--- src/rtl/cond_logic.sv ---
// ----------------------------------------------------------------------------
// cond_logic
//
// Condition/flag stage of the single-cycle ARM datapath. It sits directly
// after the PC-select logic and does three things:
//   - Evaluates the instruction condition field against the NZCV register
//     that this block owns.
//   - Gates the decoder's raw write requests with that result.
//   - Captures new ALU flags only when the instruction actually executes.
//
// Optional feature, selected by the macro COND_BRCNT_EN:
//   Adds a saturating taken-branch counter (branch_count) with a
//   synchronous clear (cnt_clr). When the macro is undefined the counter
//   and both of its ports are absent.
//
// Ports:
//   clk          in   1      system clock, rising edge
//   reset        in   1      asynchronous, active-high reset
//   en           in   1      instruction valid / advance (0 = stall cycle)
//   Cond         in   4      instruction condition field, Instr[31:28]
//   ALUFlags     in   4      ALU flags {N,Z,C,V}
//   FlagW        in   2      [1] updates N,Z ; [0] updates C,V
//   PCS          in   1      PC-write request
//   RegW         in   1      register-write request
//   MemW         in   1      memory-write request
//   NoWrite      in   1      suppress register write (CMP/CMN/TST/TEQ)
//   PCSrc        out  1      PC takes the result
//   RegWrite     out  1      register file write enable
//   MemWrite     out  1      data memory write enable
//   CondEx       out  1      condition passed this cycle
//   Flags        out  4      registered NZCV, same bit order as ALUFlags
//   cnt_clr      in   1      synchronous counter clear   (COND_BRCNT_EN only)
//   branch_count out  CNT_W  saturating taken-branch count (COND_BRCNT_EN only)
// ----------------------------------------------------------------------------
module cond_logic #(
    parameter int CNT_W = 16
) (
    input  logic             clk,
    input  logic             reset,
    input  logic             en,
    input  logic [3:0]       Cond,
    input  logic [3:0]       ALUFlags,
    input  logic [1:0]       FlagW,
    input  logic             PCS,
    input  logic             RegW,
    input  logic             MemW,
    input  logic             NoWrite,
    output logic             PCSrc,
    output logic             RegWrite,
    output logic             MemWrite,
    output logic             CondEx,
    output logic [3:0]       Flags
`ifdef COND_BRCNT_EN
    ,
    input  logic             cnt_clr,
    output logic [CNT_W-1:0] branch_count
`endif
);

    // A zero-width counter makes no sense; stop elaboration early.
    if (CNT_W < 1) begin : g_bad_cnt_w
        $error("cond_logic: CNT_W must be at least 1");
    end

    logic [3:0] flags_cur;
    logic       cond_pass;
    logic       exec;

    logic flag_n;
    logic flag_z;
    logic flag_c;
    logic flag_v;

    assign flag_n = flags_cur[3];
    assign flag_z = flags_cur[2];
    assign flag_c = flags_cur[1];
    assign flag_v = flags_cur[0];

    // The condition looks only at the registered flags. An instruction that
    // both tests and sets flags therefore sees the old NZCV, and its own
    // result becomes visible in the following cycle.
    always_comb begin
        cond_pass = 1'b0;
        case (Cond)
            4'b0000: cond_pass = flag_z;
            4'b0001: cond_pass = ~flag_z;
            4'b0010: cond_pass = flag_c;
            4'b0011: cond_pass = ~flag_c;
            4'b0100: cond_pass = flag_n;
            4'b0101: cond_pass = ~flag_n;
            4'b0110: cond_pass = flag_v;
            4'b0111: cond_pass = ~flag_v;
            4'b1000: cond_pass = flag_c & ~flag_z;
            4'b1001: cond_pass = ~flag_c | flag_z;
            4'b1010: cond_pass = (flag_n == flag_v);
            4'b1011: cond_pass = (flag_n != flag_v);
            4'b1100: cond_pass = ~flag_z & (flag_n == flag_v);
            4'b1101: cond_pass = flag_z | (flag_n != flag_v);
            4'b1110: cond_pass = 1'b1;
            default: cond_pass = 1'b0;  // 1111 is reserved and never executes
        endcase
    end

    // en is ANDed first so that an unknown Cond during a stall resolves to 0
    // and cannot disturb any state.
    assign exec = en & cond_pass;

    // The write enables are zero-latency. Reset masks them directly because
    // it is asynchronous and must take effect without waiting for a clock.
    assign CondEx   = ~reset & cond_pass;
    assign PCSrc    = ~reset & exec & PCS;
    assign RegWrite = ~reset & exec & RegW & ~NoWrite;
    assign MemWrite = ~reset & exec & MemW;

    // Flag register, held as two independent halves:
    //   half 1 = {N,Z}, written when FlagW[1] is set
    //   half 0 = {C,V}, written when FlagW[0] is set
    for (genvar gi = 0; gi < 2; gi++) begin : g_flag
        logic [1:0] flag_half_reg;

        always_ff @(posedge clk or posedge reset) begin
            if (reset) begin
                flag_half_reg <= 2'b00;
            end else if (exec && FlagW[gi]) begin
                flag_half_reg <= ALUFlags[2*gi+1 -: 2];
            end
        end
    end

    assign flags_cur = {g_flag[1].flag_half_reg, g_flag[0].flag_half_reg};
    assign Flags     = flags_cur;

`ifdef COND_BRCNT_EN
    logic [CNT_W-1:0] count_reg;
    logic [CNT_W-1:0] count_next;

    // Clear has priority over a simultaneous increment. The count sticks at
    // all-ones instead of wrapping. PCSrc already folds in en and the
    // condition result, so stalls and failed branches do not count.
    always_comb begin
        count_next = count_reg;
        if (cnt_clr) begin
            count_next = '0;
        end else if (PCSrc && (count_reg != {CNT_W{1'b1}})) begin
            count_next = count_reg + CNT_W'(1);
        end
    end

    always_ff @(posedge clk or posedge reset) begin
        if (reset) begin
            count_reg <= '0;
        end else begin
            count_reg <= count_next;
        end
    end

    assign branch_count = count_reg;
`endif

endmodule

--- config.mk ---
export PLATFORM = sky130hd
export DESIGN_NAME = cond_logic
export DESIGN_NICKNAME = d
export VERILOG_FILES = /design/src/rtl/cond_logic.sv
export SDC_FILE = /design/constraint.sdc
export NUM_CORES = 1
export LEC_CHECK = 0
export ABC_AREA = 1
export CAP_MARGIN = 15
export CORE_AREA = 4 4 41 43
export DETAILED_ROUTE_END_ITERATION = 10
export DIE_AREA = 0 0 45 47
export PLACE_DENSITY = 0.76
export SYNTH_ARGS = -nofsm -noshare
export SYNTH_HDL_FRONTEND = slang
export SYNTH_SLANG_ARGS = --single-unit
--- constraint.sdc ---
create_clock -name clk -period 2.9 [get_ports clk]
set_input_delay 0.29 -clock clk [delete_from_list [all_inputs] [get_ports clk]]
set_output_delay 0.29 -clock clk [all_outputs]
set_load 0.05 [all_outputs]
== After elaboration in Yosys (flattened, before gate mapping) ==
Cells that the tools add are included.
Word-level totals
  word-level logic and storage cells: 39
  output and inout port bits: 8
  bits of input ports: 17
  flip-flop bits (word level): 4
Cells by class
  bitwise operators: 17
  reduce and logical (&&, ||, !) cells: 3
  equal/unequal tests: 16
  multiplexer cells: 1
Operators by type and width (number)
  4-bit equality test (second input constant): 7
  4-bit by 3-bit equality test with 1-bit output (second input constant): 4
  1-bit case mux with 15 select lines: 1
  1-bit bitwise AND: 9
  4-bit by 2-bit equality test with 1-bit output (second input constant): 2
  1-bit NOT: 6
  4-bit by 1-bit equality test with 1-bit output (second input constant): 1
  4-bit logical NOT: 1
  1-bit logical AND: 2
  1-bit OR: 2
  1-bit equality test: 1
  1-bit != test: 1

== Longest topological paths before layout ==
  depth in word-level cells: 7
  depth in mapped cells: 11
  depth with buffers taken out: 11

== Worst setup path after synthesis ==
No wires, ideal clock.
  path kind: flip-flop to output port
  start point: reg g_flag[1].flag_half_reg[1]
  end point: out MemWrite
  stages on the path, launching flop included: 11
  arrival time: 2.014 ns
  required time: 2.610 ns
  buffers on the path: 0
  setup slack: 0.596 ns
  cell sequence: dfrtp_1 inv_1 nand2_1 nand2_1 nand2_1 nand2_1 nand2_1 nand2_2 nand3_4 nand3_2 nor2_1
On the way
  word-level cells in the longest chain between the ends: 6
  elaborated cells between the ends (all ways): 9
  those cells by class: 2 x eq/ne; 1 x mux; 6 x bitwise
RTL lines
  start: declaration: RTL line 119  | logic [1:0] flag_half_reg;
  start signal: assignment: RTL line 125  | flag_half_reg <= ALUFlags[2*gi+1 -: 2];
  1-bit != test / 1-bit equality test (equally long branches)
  1-bit OR / 1-bit bitwise AND (equally long branches): RTL line 98, 97
  1-bit case mux with 15 select lines *: RTL line 84  | case (Cond)
  1-bit bitwise AND *: RTL line 106  | assign exec = en & cond_pass;
  1-bit bitwise AND * (2 in a row): RTL line 113  | assign MemWrite = ~reset & exec & MemW;
  end: declaration: RTL line 50  | output logic MemWrite,
Mark *: on every way between the ends. The rest lies on a longest branch, timed or not.

== Final worst setup path ==
  start point: in Cond[3]
  end point: out MemWrite
On the way
  word-level cells in the longest chain between the ends: 5
  elaborated cells between the ends (all ways): 19
  those cells by class: 14 x eq/ne; 1 x mux; 3 x bitwise; 1 x reduce/logical
RTL lines
  start: declaration: RTL line 41  | input logic [3:0] Cond,
  4-bit equality test, or another cell as far along: RTL line 84
  1-bit case mux with 15 select lines *: RTL line 84
  1-bit bitwise AND *: RTL line 106
  1-bit bitwise AND * (2 in a row): RTL line 113
Marks and branches as above.

==> results.md <==
- Number of register bits inferred by synthesis: 4
- Tot Pwr: 0.566 mW
- Unique cell type count in the Yosys netlist: 16
- WP data required: 2.61 ns
- Final nets: 126
- Remaining DRCs: 0
- Drt initial violations: 9
- Status: completed
- Critical path data arrival time: 1.90 ns
- Drt wl/cell: 9.57 um
- Final setup margin: 0.709 ns
- Largest net degree at the start of global routing: 9
- # hold bufs at CTS: 0
- Initial antenna violation count: 0
- Register area share after synthesis: 0.215
- Net Count, Synth: 98
- Post-DRT Antenna Nets: 0
- Die H: 47 um
- Slew Viols, Final: 0
- Dpl ws: 0.712 ns
- Max_slew headroom: 0.662
- Top Ports: 25
- Clk sinks: 4
- YS warnings: 0
- First-pass GRT wire length: 2070 um
- Tightest Hold Check Type: input port to asynchronous set/reset pin
- Area of the multi-input gates: 308 um^2
- Critical path's slowest cell: clkdlybuf4s50_1
- CP cell instances: clkdlybuf4s50_1 > nand2_2 > a21oi_2 > nand2_1 > nand2_1 > nand2_2 > nand3_4 > nand3_2 > nor2_1 > buf_4
- Crit share post-route: 0.756
- Cell Count Post-Placement: 119
- Share of layout cells above drive strength 1: 0.159
- Max reg flops: 4
- CTS Buf Count: 3
- Global placer's final weighted congestion: 0.827
- Initial Utilization: 0.358
- Setup Viol. Count Final: 0
- Worst VDD drop: 0.504 mV
- H-tree Lvls: 1
- Max_cap viols: 0
- Mapped Cells: 81
- CP endpoint kind: primary output
- CTS tree: yes
- Vias in the first global route: 531
- Final Non-Filler Cells: 122
- Kind of critical path: input port to primary output
- GR Overflow Total: 0
- Final wirelength: 1170 um
- Clock Latency Late Sink: 0.23 ns
- GRT Util Overall: 0.135
- Fin. Hold Viols: 0
- Rows: 13
- Startpoint Class: input port
- RSZ-0062 raised after global routing: false
- Vias: 573
- PwrDens: 773 nW/um^2
- Vias per std cell: 4.70
- Die ar.: 2120 um^2
- Port-buffer cells: 24
- FILL cells: 136
- Register area: 100 um^2
- Post-DP HPWL: 964 um
- Final Skew: 0.00232 ns
- Setup_tns: 0 ns
- Worst Max-Slew Pin Slew: 0.505 ns
- Mapped Area: 465 um^2
- Drt pass-1 iters: 4
- Clock-pin slew on the worst setup and hold paths: 0.04 ns
- Mean Syn Cell Area: 5.75 um^2
- Synth-to-layout area growth: 57.3%
- ANT cells: 0
- Critical path peak fanout: 8
- # resized after CTS: 0
- Max Buffers Root-to-Sink: 2
- Die width: 45 um
- Lkg Pwr: 0.374 nW
- Biggest cell delay along the critical path: 0.63 ns
- Core area: 1300 um^2
- Postcts setup bufs: 0
- Max frequency: 456 MHz
- Post-route minimum period: 2.19 ns
- Clk root buf: clkbuf_4
## stage by stage
stage	cell area [um^2]	util	hold slack, ns
2_1_floorplan	465	-	0.0801
3_3_place_gp	709	0.545	0.522
3_5_place_dp	709	0.545	0.527
4_1_cts	732	0.563	0.279
5_1_grt	732	0.563	0.291
6_report	732	0.563	0.275
## Yosys cell counts
library cell	instances	area (um^2)
a21oi_1	1	5.00
a21oi_2	1	8.76
buf_2	1	5.00
clkinv_1	1	3.75
dfrtp_1	4	100
inv_1	12	45.0
inv_2	1	3.75
nand2_1	30	113
nand2_2	2	12.5
nand3_1	10	50.1
nand3_2	3	30.0
nand3_4	1	17.5
nand3b_1	1	7.51
nand4_1	4	25.0
nor2_1	7	26.3
nor2_2	2	12.5
## routing by layer
metal	track usage	vias to the layer above	routed length [um]
li1	-	308	-
met1	0.149	242	502
met2	0.229	23	528
met3	0.0460	0	135
met4	0.0702	0	0
met5	0	-	0
## worst max-delay path: cells and delay by family
family	cells	cell delay, ns
AOI/OAI and AO/OA	1	0.16
buffers and inverters	2	0.83
and+or+nand+nor	7	0.63
## cells in the final DEF, fill, tap and decap left out
| cell type | count |
|---|---|
| nand3b_1 | 1 |
| nand4_1 | 4 |
| dfrtp_1 | 4 |
| nand2_1 | 30 |
| a21oi_2 | 1 |
| nand3_2 | 3 |
| clkinv_1 | 1 |
| nor2_1 | 7 |
| clkbuf_4 | 3 |
| a21oi_1 | 1 |
| inv_2 | 1 |
| nand3_1 | 10 |
| nand2_2 | 2 |
| nor2_2 | 2 |
| clkdlybuf4s50_1 | 20 |
| buf_4 | 4 |
| nand3_4 | 1 |
| inv_1 | 12 |
## power by group
part | switching, mW | total, mW | leakage, nW | internal, mW
clock | 0.0214 | 0.0676 | 0.0138 | 0.0462
sequential | 0.0370 | 0.119 | 0.0497 | 0.0823
combinational | 0.247 | 0.379 | 0.311 | 0.133
## cell families after synthesis
| logic type | Yosys count | synth area share |
|---|---|---|
| and+or+nand+nor | 60 | 0.632 |
| buffers and inverters | 15 | 0.124 |
| DFF | 4 | 0.215 |
| AOI/OAI and AO/OA | 2 | 0.0296 |
## final timing paths
check	startpoint	end	slack, ns	depth (start not counted)
worst max-delay path	Cond[3]	MemWrite	0.71	10
max in group asynchronous	reset	g_flag[0].flag_half_reg[0]$_DFFE_PP0P_	2.43	2
min in group clk	g_flag[0].flag_half_reg[0]$_DFFE_PP0P_	g_flag[0].flag_half_reg[0]$_DFFE_PP0P_	0.54	2
worst min register to register	g_flag[0].flag_half_reg[0]$_DFFE_PP0P_	g_flag[0].flag_half_reg[0]$_DFFE_PP0P_	0.54	2
worst min-delay path	reset	g_flag[0].flag_half_reg[1]$_DFFE_PP0P_	0.27	2
worst max register to register	g_flag[1].flag_half_reg[1]$_DFFE_PP0P_	g_flag[1].flag_half_reg[1]$_DFFE_PP0P_	1.53	11
## final cells by class
type,instances,share of cell area
Clock buffer,3,0.0308
Inverter,14,0.0718
Multi-Input combinational cell,62,0.421
Sequential cell,4,0.137
Tap cell,15,0.0256
Timing Repair Buffer,24,0.315
No activity file was read; power rests on OpenSTA's default activity.
